==> src/rtl/clk_div_pkg.sv <==
// Shared types and constants for the clk_div_gen clock-derivation block.
package clk_div_pkg;
  typedef enum logic [1:0] {STOP, RUN, PEND} state_t;
  localparam int DIV_MIN = 2;
endpackage

==> src/rtl/clk_div_phase.sv <==
// Divide-by-N phase generator: divisor/pending registers, phase counter, clk_divn and tick_n flops.
// Outputs follow the edge after the phase they describe; a new divisor only takes effect at a period boundary.
module clk_div_phase
  import clk_div_pkg::*;
#(
  parameter int CNT_W       = 8,
  parameter int DIV_DEFAULT = 4
) (
  input  logic             clk,
  input  logic             rst,
  input  logic             en,
  input  logic             load,
  input  logic             set_pend,
  input  logic             apply,
  input  logic [CNT_W-1:0] value,
  output logic             boundary,
  output logic             clk_divn,
  output logic             tick_n
);

  logic [CNT_W-1:0] divisor;
  logic [CNT_W-1:0] pending;
  logic [CNT_W-1:0] pc;

  assign boundary = (pc == divisor - CNT_W'(1));

  always_ff @(posedge clk or negedge rst) begin
    if (!rst) begin
      divisor  <= CNT_W'(DIV_DEFAULT);
      pending  <= '0;
      pc       <= '0;
      clk_divn <= 1'b0;
      tick_n   <= 1'b0;
    end else begin
      if (load) begin
        divisor <= value;
      end else if (apply) begin
        divisor <= pending;
      end
      if (set_pend) begin
        pending <= value;
      end
      // apply only fires on a boundary or on stop, so pc is already heading to 0
      if (en) begin
        pc       <= boundary ? '0 : pc + CNT_W'(1);
        clk_divn <= (pc < (divisor >> 1));
        tick_n   <= (pc == '0);
      end else begin
        pc       <= '0;
        clk_divn <= 1'b0;
        tick_n   <= 1'b0;
      end
    end
  end

endmodule

==> src/rtl/clk_div_gen.sv <==
// Derives clk/2, clk/4 and a programmable clk/N (with period-start tick) from the master clock.
// All outputs registered; divisor port stalls (div_ready=0) while a change waits for the period boundary.
module clk_div_gen
  import clk_div_pkg::*;
#(
  parameter int CNT_W       = 8,
  parameter int DIV_DEFAULT = 4
) (
  input  logic             clk,
  input  logic             rst,
  input  logic             en,
  input  logic             div_valid,
  input  logic [CNT_W-1:0] div_value,
  output logic             div_ready,
  output logic             div_err,
  output logic             clk_div2,
  output logic             clk_div4,
  output logic             clk_divn,
  output logic             tick_n
);

  state_t     state;
  logic [1:0] q2;
  logic       xfer;
  logic       val_ok;
  logic       load;
  logic       set_pend;
  logic       apply;
  logic       boundary;

  assign xfer     = div_valid && div_ready;
  assign val_ok   = (div_value >= CNT_W'(DIV_MIN));
  // while stopped (or stopping) there is no period to protect, so load at once
  assign load     = xfer && val_ok && ((state == STOP) || !en);
  assign set_pend = xfer && val_ok && (state == RUN) && en;
  assign apply    = (state == PEND) && (!en || boundary);

  assign clk_div2 = q2[0];
  assign clk_div4 = q2[1];

  always_ff @(posedge clk or negedge rst) begin
    if (!rst) begin
      state     <= STOP;
      q2        <= 2'd0;
      div_ready <= 1'b1;
      div_err   <= 1'b0;
    end else begin
      div_err <= xfer && !val_ok;
      q2      <= en ? q2 + 2'd1 : 2'd0;
      case (state)
        STOP: begin
          if (en) state <= RUN;
        end
        RUN: begin
          if (!en) begin
            state <= STOP;
          end else if (set_pend) begin
            state     <= PEND;
            div_ready <= 1'b0;
          end
        end
        PEND: begin
          if (apply) begin
            state     <= en ? RUN : STOP;
            div_ready <= 1'b1;
          end
        end
        default: begin
          state     <= STOP;
          div_ready <= 1'b1;
        end
      endcase
    end
  end

  clk_div_phase #(
    .CNT_W      (CNT_W),
    .DIV_DEFAULT(DIV_DEFAULT)
  ) u_phase (
    .clk     (clk),
    .rst     (rst),
    .en      (en),
    .load    (load),
    .set_pend(set_pend),
    .apply   (apply),
    .value   (div_value),
    .boundary(boundary),
    .clk_divn(clk_divn),
    .tick_n  (tick_n)
  );

endmodule

==> config.mk <==
export PLATFORM = sky130hd
export DESIGN_NAME = clk_div_gen
export DESIGN_NICKNAME = d
export VERILOG_FILES = /design/src/rtl/clk_div_pkg.sv /design/src/rtl/clk_div_phase.sv /design/src/rtl/clk_div_gen.sv
export SDC_FILE = /design/constraint.sdc
export NUM_CORES = 1
export LEC_CHECK = 0
export CAP_MARGIN = 20
export CORE_MARGIN = 5
export CORE_UTILIZATION = 55
export CTS_CLUSTER_DIAMETER = 80
export CTS_CLUSTER_SIZE = 8
export DETAILED_ROUTE_END_ITERATION = 7
export PLACE_DENSITY = 0.76
export SLEW_MARGIN = 10
export SYNTH_ARGS = -nofsm -noshare
export SYNTH_HDL_FRONTEND = slang
export SYNTH_SLANG_ARGS = --single-unit
export TNS_END_PERCENT = 10
==> constraint.sdc <==
create_clock -name clk -period 5.5 [get_ports clk]
set_input_delay 0.55 -clock clk [delete_from_list [all_inputs] [get_ports clk]]
set_output_delay 0.55 -clock clk [all_outputs]
set_load 0.01 [all_outputs]
## Yosys cells after proc, flatten, opt, wreduce, memory -nomap -nowiden

Cells that the tools add are included.

| word-level totals | value |
|---|---|
| bits in registers | 32 |
| bits in latches | 0 |
| bits in writable memories | 0 |
| bits in read-only memories | 0 |
| output and inout port bits | 6 |
| word-level logic and storage cells | 56 |
| memories kept | 0 |

| operators by class | value |
|---|---|
| add/sub/neg operators | 3 |
| multipliers | 0 |
| divide/modulo/power cells | 0 |
| order comparisons | 2 |
| equal/unequal tests | 8 |
| shift operators | 0 |
| muxes and demuxes | 17 |
| bitwise gates (word level) | 1 |
| reduce and logical (&&, ||, !) cells | 16 |

Operator list:

| cell | count |
|---|---|
| 8-bit two-way mux | 4 |
| 2-bit two-way mux | 5 |
| 8-bit by 1-bit adder with 8-bit output (second input constant) | 1 |
| 8-bit equality test | 1 |
| 8-bit by 2-bit >= comparator with 1-bit output (second input constant) | 1 |
| 8-bit zero test | 1 |
| 8-bit by 7-bit < comparator with 1-bit output | 1 |
| 2-bit != test (second input constant) | 4 |
| 8-bit by 1-bit subtractor with 8-bit output (second input constant) | 1 |
| 1-bit logical AND | 7 |
| 1-bit two-way mux | 6 |
| 2-bit one-hot mux with 3 select lines | 1 |
| 4-bit AND reduction | 1 |
| 3-bit != test (second input constant) | 1 |
| 1-bit one-hot mux with 3 select lines | 1 |
| 3-bit AND reduction | 1 |
| 2-bit by 1-bit adder with 2-bit output (second input constant) | 1 |
| 2-bit by 1-bit equality test with 1-bit output (second input constant) | 1 |
| 2-bit equality test (second input constant) | 1 |
| 1-bit zero test | 2 |
| 2-bit zero test | 1 |
| 1-bit logical OR | 2 |
| 2-bit nonzero test | 1 |
| 1-bit inverter | 1 |

## Depth between registers and ports, before layout

| logic depth | value |
|---|---|
| word-level depth | 7 |
| mapped depth | 10 |

## Modules after synthesis

From an unflattened synthesis, not the netlist that was laid out.

| unflattened totals | value |
|---|---|
| cells, all modules | 170 |
| area total of the unflattened synthesis | 1793.0 um^2 |

By module, submodules not included:

| module | times used | cells an instance | area each (um^2) | seq. area each (um^2) |
|---|---|---|---|---|
| clk_div_phase | 1 | 140 | 1468.9 | 651.9 |
| clk_div_gen | 1 | 30 | 324.1 | 151.4 |

## Least setup slack after synthesis

OpenSTA, ideal clock, no wires.

| path | value |
|---|---|
| path kind | reg-to-reg |
| start point | register u_phase.divisor[1] |
| end point | register u_phase.divisor[5] |
| library setup time | 79 ps |
| arrival time | 2235 ps |
| required time | 5421 ps |
| slack | 3186 ps |
| stages on the path, launching flop included | 11 |
| cells stage by stage | dfrtp_1 -> clkbuf_1 -> inv_1 -> ha_1 -> nand2b_1 -> or4_1 -> a211oi_1 -> o311a_1 -> buf_6 -> buf_12 -> mux2i_1 |

| between the ends | value |
|---|---|
| cells in the longest elaborated chain, start to end | 5 |

RTL lines:

| element | RTL line | text |
|---|---|---|
| from (decl) | clk_div_phase.sv:21 | `logic [CNT_W-1:0] divisor;` |
| from (signal assigned) | clk_div_phase.sv:29 | `divisor <= CNT_W'(DIV_DEFAULT);` |
| from (signal assigned) | clk_div_phase.sv:36 | `divisor <= value;` |
| from (signal assigned) | clk_div_phase.sv:38 | `divisor <= pending;` |
| 8-bit by 1-bit subtractor with 8-bit output | clk_div_phase.sv:25 | `assign boundary = (pc == divisor - CNT_W'(1));` |
| 8-bit equality test | clk_div_phase.sv:25 |  |
| 1-bit logical OR | clk_div_gen.sv:36 | `assign apply = (state == PEND) && (!en \|\| boundary);` |
| 1-bit logical AND | clk_div_gen.sv:36 |  |
| 2-bit nonzero test (no source line) | - |  |

Every way passes these cells.
A chain may end at the register's enable or synchronous reset.

## Worst setup path in the final report

| path | value |
|---|---|
| start point | register u_phase.divisor[0] |
| end point | register u_phase.pc[1] |

| between the ends | value |
|---|---|
| cells in the longest elaborated chain, start to end | 4 |

RTL lines:

| element | RTL line | text |
|---|---|---|
| 8-bit by 1-bit subtractor with 8-bit output | clk_div_phase.sv:25 |  |
| 8-bit equality test | clk_div_phase.sv:25 |  |
| 8-bit two-way mux | clk_div_phase.sv:45 | `pc <= boundary ? '0 : pc + CNT_W'(1);` |
| 8-bit two-way mux | clk_div_phase.sv:44 | `if (en) begin` |
| to (signal assigned) | clk_div_phase.sv:45 |  |
| to (decl) | clk_div_phase.sv:23 | `logic [CNT_W-1:0] pc;` |

Every way passes these cells.

==> results.txt <==
The number of cells on the worst reg-to-reg path is 7. The routability congestion estimate from global placement is 0.809, and the number of enable flip-flop cells after synthesis is 0. The worst-case IR drop observed on VDD is 0.000153 V. The routed length on met2 came out at 2360 um. Power spread over the standard cell area amounts to 226 nW/um2. Maximum buffer depth of the clock tree: 2. Sequential cells were found to cover 37.7% of the synthesized design area.

Setup repair after global routing left no endpoint under its margin. For the number of global-route vias before repair, the log shows 1,784. The tools report the DRC violation count after routing as 0. In this run the biggest area consumer among cell types represents 35.2% of the synthesized area.

For the highest attainable clock frequency, the log shows 322 MHz. The initial antenna violation count is 0. Area growth from synthesis to layout: 13.4%. Counting every net in the synthesized netlist gives 228. The biggest area contributor in the post-synthesis netlist is sky130_fd_sc_hd__dfrtp_1. The number of iterations in the first detailed-routing pass came out at 4. By area the synthesized netlist is led by sky130_fd_sc_hd__dfrtp_1, sky130_fd_sc_hd__mux2_2, sky130_fd_sc_hd__mux2i_1, sky130_fd_sc_hd__ha_1, sky130_fd_sc_hd__o21ai_0. The via density per instance was 6.18; the combined area of all synthesized cells was 2130 um2.

Number of cells on the worst hold path: 1. The path class of the tightest hold or removal check is flop to flop. The run gives 20.7% as the global-route total usage across every layer.

In the synthesized netlist the dominant register cell turns out to be sky130_fd_sc_hd__dfrtp_1. Measured along the y axis, the die boundary spans 72.2 um. After detailed routing, the average wire length per cell comes to 17.7 um. The tools report the final instance area as 2420 um2. The run gives 5.67 ns as the data required time of the worst path. The endpoint of the worst-slack reg-to-reg timing path was u_phase.pc[1]. Buffers added to address setup during post-CTS repair amount to 0. The routed layout has 1,676 vias. The wire length of the first global-routing pass is 8410 um, and the CTS buffer count is 5. Clock latency on the worst-skew pair, taken at its later pin, is 0.28 ns.

Row count: 22. The slowest stage of the critical path belongs to the cell sky130_fd_sc_hd__o311a_1. STA classifies the critical path startpoint as a flop. Across the run, the number of max-cap violations was 0. The flow ran to the end, and the final reports show no timing, DRC or antenna violations. The run gives 2060 um as the met1 layer wirelength in the final routing. Highest routed metal layer: met4.

In this run the worst setup path begins at u_phase.divisor[0]. The post-layout minimum cycle time was 3.10 ns; the sum of routed wire length over all layers was 4810 um. For the pin with the worst max-slew slack, the measured transition is 1.09 ns.

The worst hold path startpoint is q2[0]. For this run, asynchronously set or reset flops after synthesis account for 100%. The initial core utilization came out at 57.3%. For the critical path arrival, the log shows 3.28 ns. By instance count, the leading cell after synthesis is sky130_fd_sc_hd__dfrtp_1. Mean instance size in the synthesized netlist: 10.3 um2. The die extent in x came out at 72.2 um. Clock tree synthesis found a total of 32 sinks. The tools report the end point of the most critical hold path as q2[0]. STA classifies the critical path endpoint as a flop. Yosys mapped the design onto 45 distinct sky130hd cell types. The signal on the critical path passes through inv_1 > ha_1 > nand2b_1 > or4_1 > a211oi_1 > o311a_1 > and3b_1.

The final number of max-transition violations is 0, and the number of nets with antenna violations after routing is 0. The total count of hold-check failures in the final report was 0. The number of buffers inserted by port buffering was 17; the remaining global-route overflow was 0. The routed design uses 292 um of met3 wire. For the fill cell total of the finished layout, the log shows 300.

The largest net degree at the start of global routing was 33. On the worst path, the slowest cell contributes a delay of 0.90 ns. By count the netlist is led by sky130_fd_sc_hd__dfrtp_1, sky130_fd_sc_hd__o21ai_0, sky130_fd_sc_hd__mux2_2, sky130_fd_sc_hd__mux2i_1, sky130_fd_sc_hd__nor2_1. Buffers inserted to repair hold after CTS numbered 0. The register-to-register path setup slack came out at 2.40 ns.

In the final layout, the share of cells above drive strength 1 is 16.6%. After the last flow step, the layout net total stands at 243. The final period utilization is 56.4%, and the area of the core is 3720 um2. Along the worst path, the maximum fanout reaches 19. The first routing iteration left 120 violations. The clock slew seen by the registers of the worst setup and hold paths is 0.07 ns, and the number of antenna diodes is 0. In this run the number of H-tree levels came out at 2. After routing, the total negative slack on setup checks comes to 0 ns.

Type of the worst setup path: flop to flop. Startpoint of the worst register-to-register path: u_phase.divisor[0]. The logs give 0 for the number of setup violations in the final report and 27.0% for the worst-case headroom to the max-slew limit.

For this run, the number of Yosys warnings is 0. For this design the static power due to leakage is 0.994 nW. The HPWL after detailed placement was 3420 um. Once placement finished, the instance area stood at 2300 um2.

The die covers 5220 um2. In this run, synthesis produced a sequential element count of 32. The logs give 0 for the number of gates resized after cts and 18 for the top-level port count. The tools report the worst clock skew as 0.00262 ns. The cell count after synthesis was 207.

Clock root buffer: sky130_fd_sc_hd__clkbuf_8. TritonCTS built the clock tree.
sequential cells by signal (all words and copies together) (netlist names):
name	flops
u_phase.divisor	8
u_phase.pc	8
u_phase.pending	8
q2	2
state	2
div_err	1
div_ready	1
u_phase.clk_divn	1
u_phase.tick_n	1
routing by layer:
| layer | vias up | track usage [%] |
|---|---|---|
| met2 | 57 | 34.2 |
| met1 | 831 | 25.9 |
| met3 | 14 | 5.26 |
| met5 | - | 0 |
| met4 | 0 | 8.14 |
| li1 | 774 | - |
cell type report:
| class | count | area [um2] | share of cell area, % |
|---|---|---|---|
| inverters | 11 | 41.3 | 1.71 |
| multi-input cells | 154 | 1220 | 50.6 |
| flip-flops and latches | 32 | 803 | 33.2 |
| clock inverters | 3 | 42.5 | 1.76 |
| clock buffers | 5 | 68.8 | 2.85 |
| repair buffers | 18 | 178 | 7.35 |
| well taps | 48 | 60.1 | 2.49 |
cells in the final DEF, fill, tap and decap left out, types with 3 or more instances in the layout:
master / synthesis / layout
sky130_fd_sc_hd__a41oi_1: 3 / 3
sky130_fd_sc_hd__mux2i_1: 16 / 16
sky130_fd_sc_hd__clkdlybuf4s50_1: 0 / 17
sky130_fd_sc_hd__inv_1: 11 / 11
sky130_fd_sc_hd__nor3b_2: 7 / 7
sky130_fd_sc_hd__xnor2_1: 8 / 8
sky130_fd_sc_hd__nand2_1: 5 / 5
sky130_fd_sc_hd__ha_1: 9 / 9
sky130_fd_sc_hd__nor3_1: 4 / 4
sky130_fd_sc_hd__nor2_1: 12 / 12
sky130_fd_sc_hd__dfrtp_1: 30 / 30
sky130_fd_sc_hd__o21ai_0: 19 / 19
sky130_fd_sc_hd__and3_1: 3 / 3
sky130_fd_sc_hd__nand3_1: 3 / 3
sky130_fd_sc_hd__nand2b_1: 6 / 6
sky130_fd_sc_hd__mux2_2: 16 / 16
sky130_fd_sc_hd__nor4_1: 3 / 3
sky130_fd_sc_hd__clkbuf_8: 0 / 5
sky130_fd_sc_hd__xor2_1: 6 / 6
sky130_fd_sc_hd__nor2b_1: 4 / 4
sky130_fd_sc_hd__a211oi_1: 4 / 4
cell families after synthesis:
kind of cell | share of synthesized area (%)
multiplexers | 16.0
AO/OA/AOI/OAI | 11.9
flip-flops | 37.7
XOR/XNOR | 5.75
adder cells (fa/ha/maj) | 5.28
buffers and inverters | 4.93
AND/OR/NAND/NOR | 18.5
critical path: cells and delay by family, from the launching register on:
kind / cells / cell delay [ns]
AOI/OAI and AO/OA: 2 / 1.17
and+or+nand+nor: 3 / 0.86
DFF: 1 / 0.56
adders and majority gates: 1 / 0.28
buffers and inverters: 1 / 0.11
worst max-delay path by stage:
| stage | endpoint | slack [ns] | depth (start not counted) |
|---|---|---|---|
| 5_1_grt | u_phase.pc[1] | 2.18 | 7 |
| 2_1_floorplan | u_phase.divisor[5] | 3.19 | 10 |
| 3_5_place_dp | u_phase.divisor[6] | 2.37 | 6 |
| 3_3_place_gp | u_phase.divisor[6] | 2.47 | 6 |
| 6_report | u_phase.pc[1] | 2.40 | 7 |
| 4_1_cts | u_phase.pc[1] | 2.42 | 7 |
stage by stage:
step	utilization [%]	setup WS [ns]	hold WS (ns)	total power [mW]	cells
finish	65.0	2.40	0.480	0.547	271
global route	65.0	2.18	0.497	0.576	271
CTS	65.0	2.42	0.485	0.553	271
detailed placement	62.0	2.37	0.473	0.326	263
global placement	62.0	2.47	0.459	0.323	263
floorplan	-	3.19	0.254	0.296	207
power by group:
part | total (mW) | internal [mW] | leakage [nW] | switching [mW]
clock network | 0.225 | 0.134 | 0.0541 | 0.0914
logic | 0.0574 | 0.0322 | 0.513 | 0.0252
registers | 0.264 | 0.250 | 0.427 | 0.0140
Power figures use the tool's default switching activity.
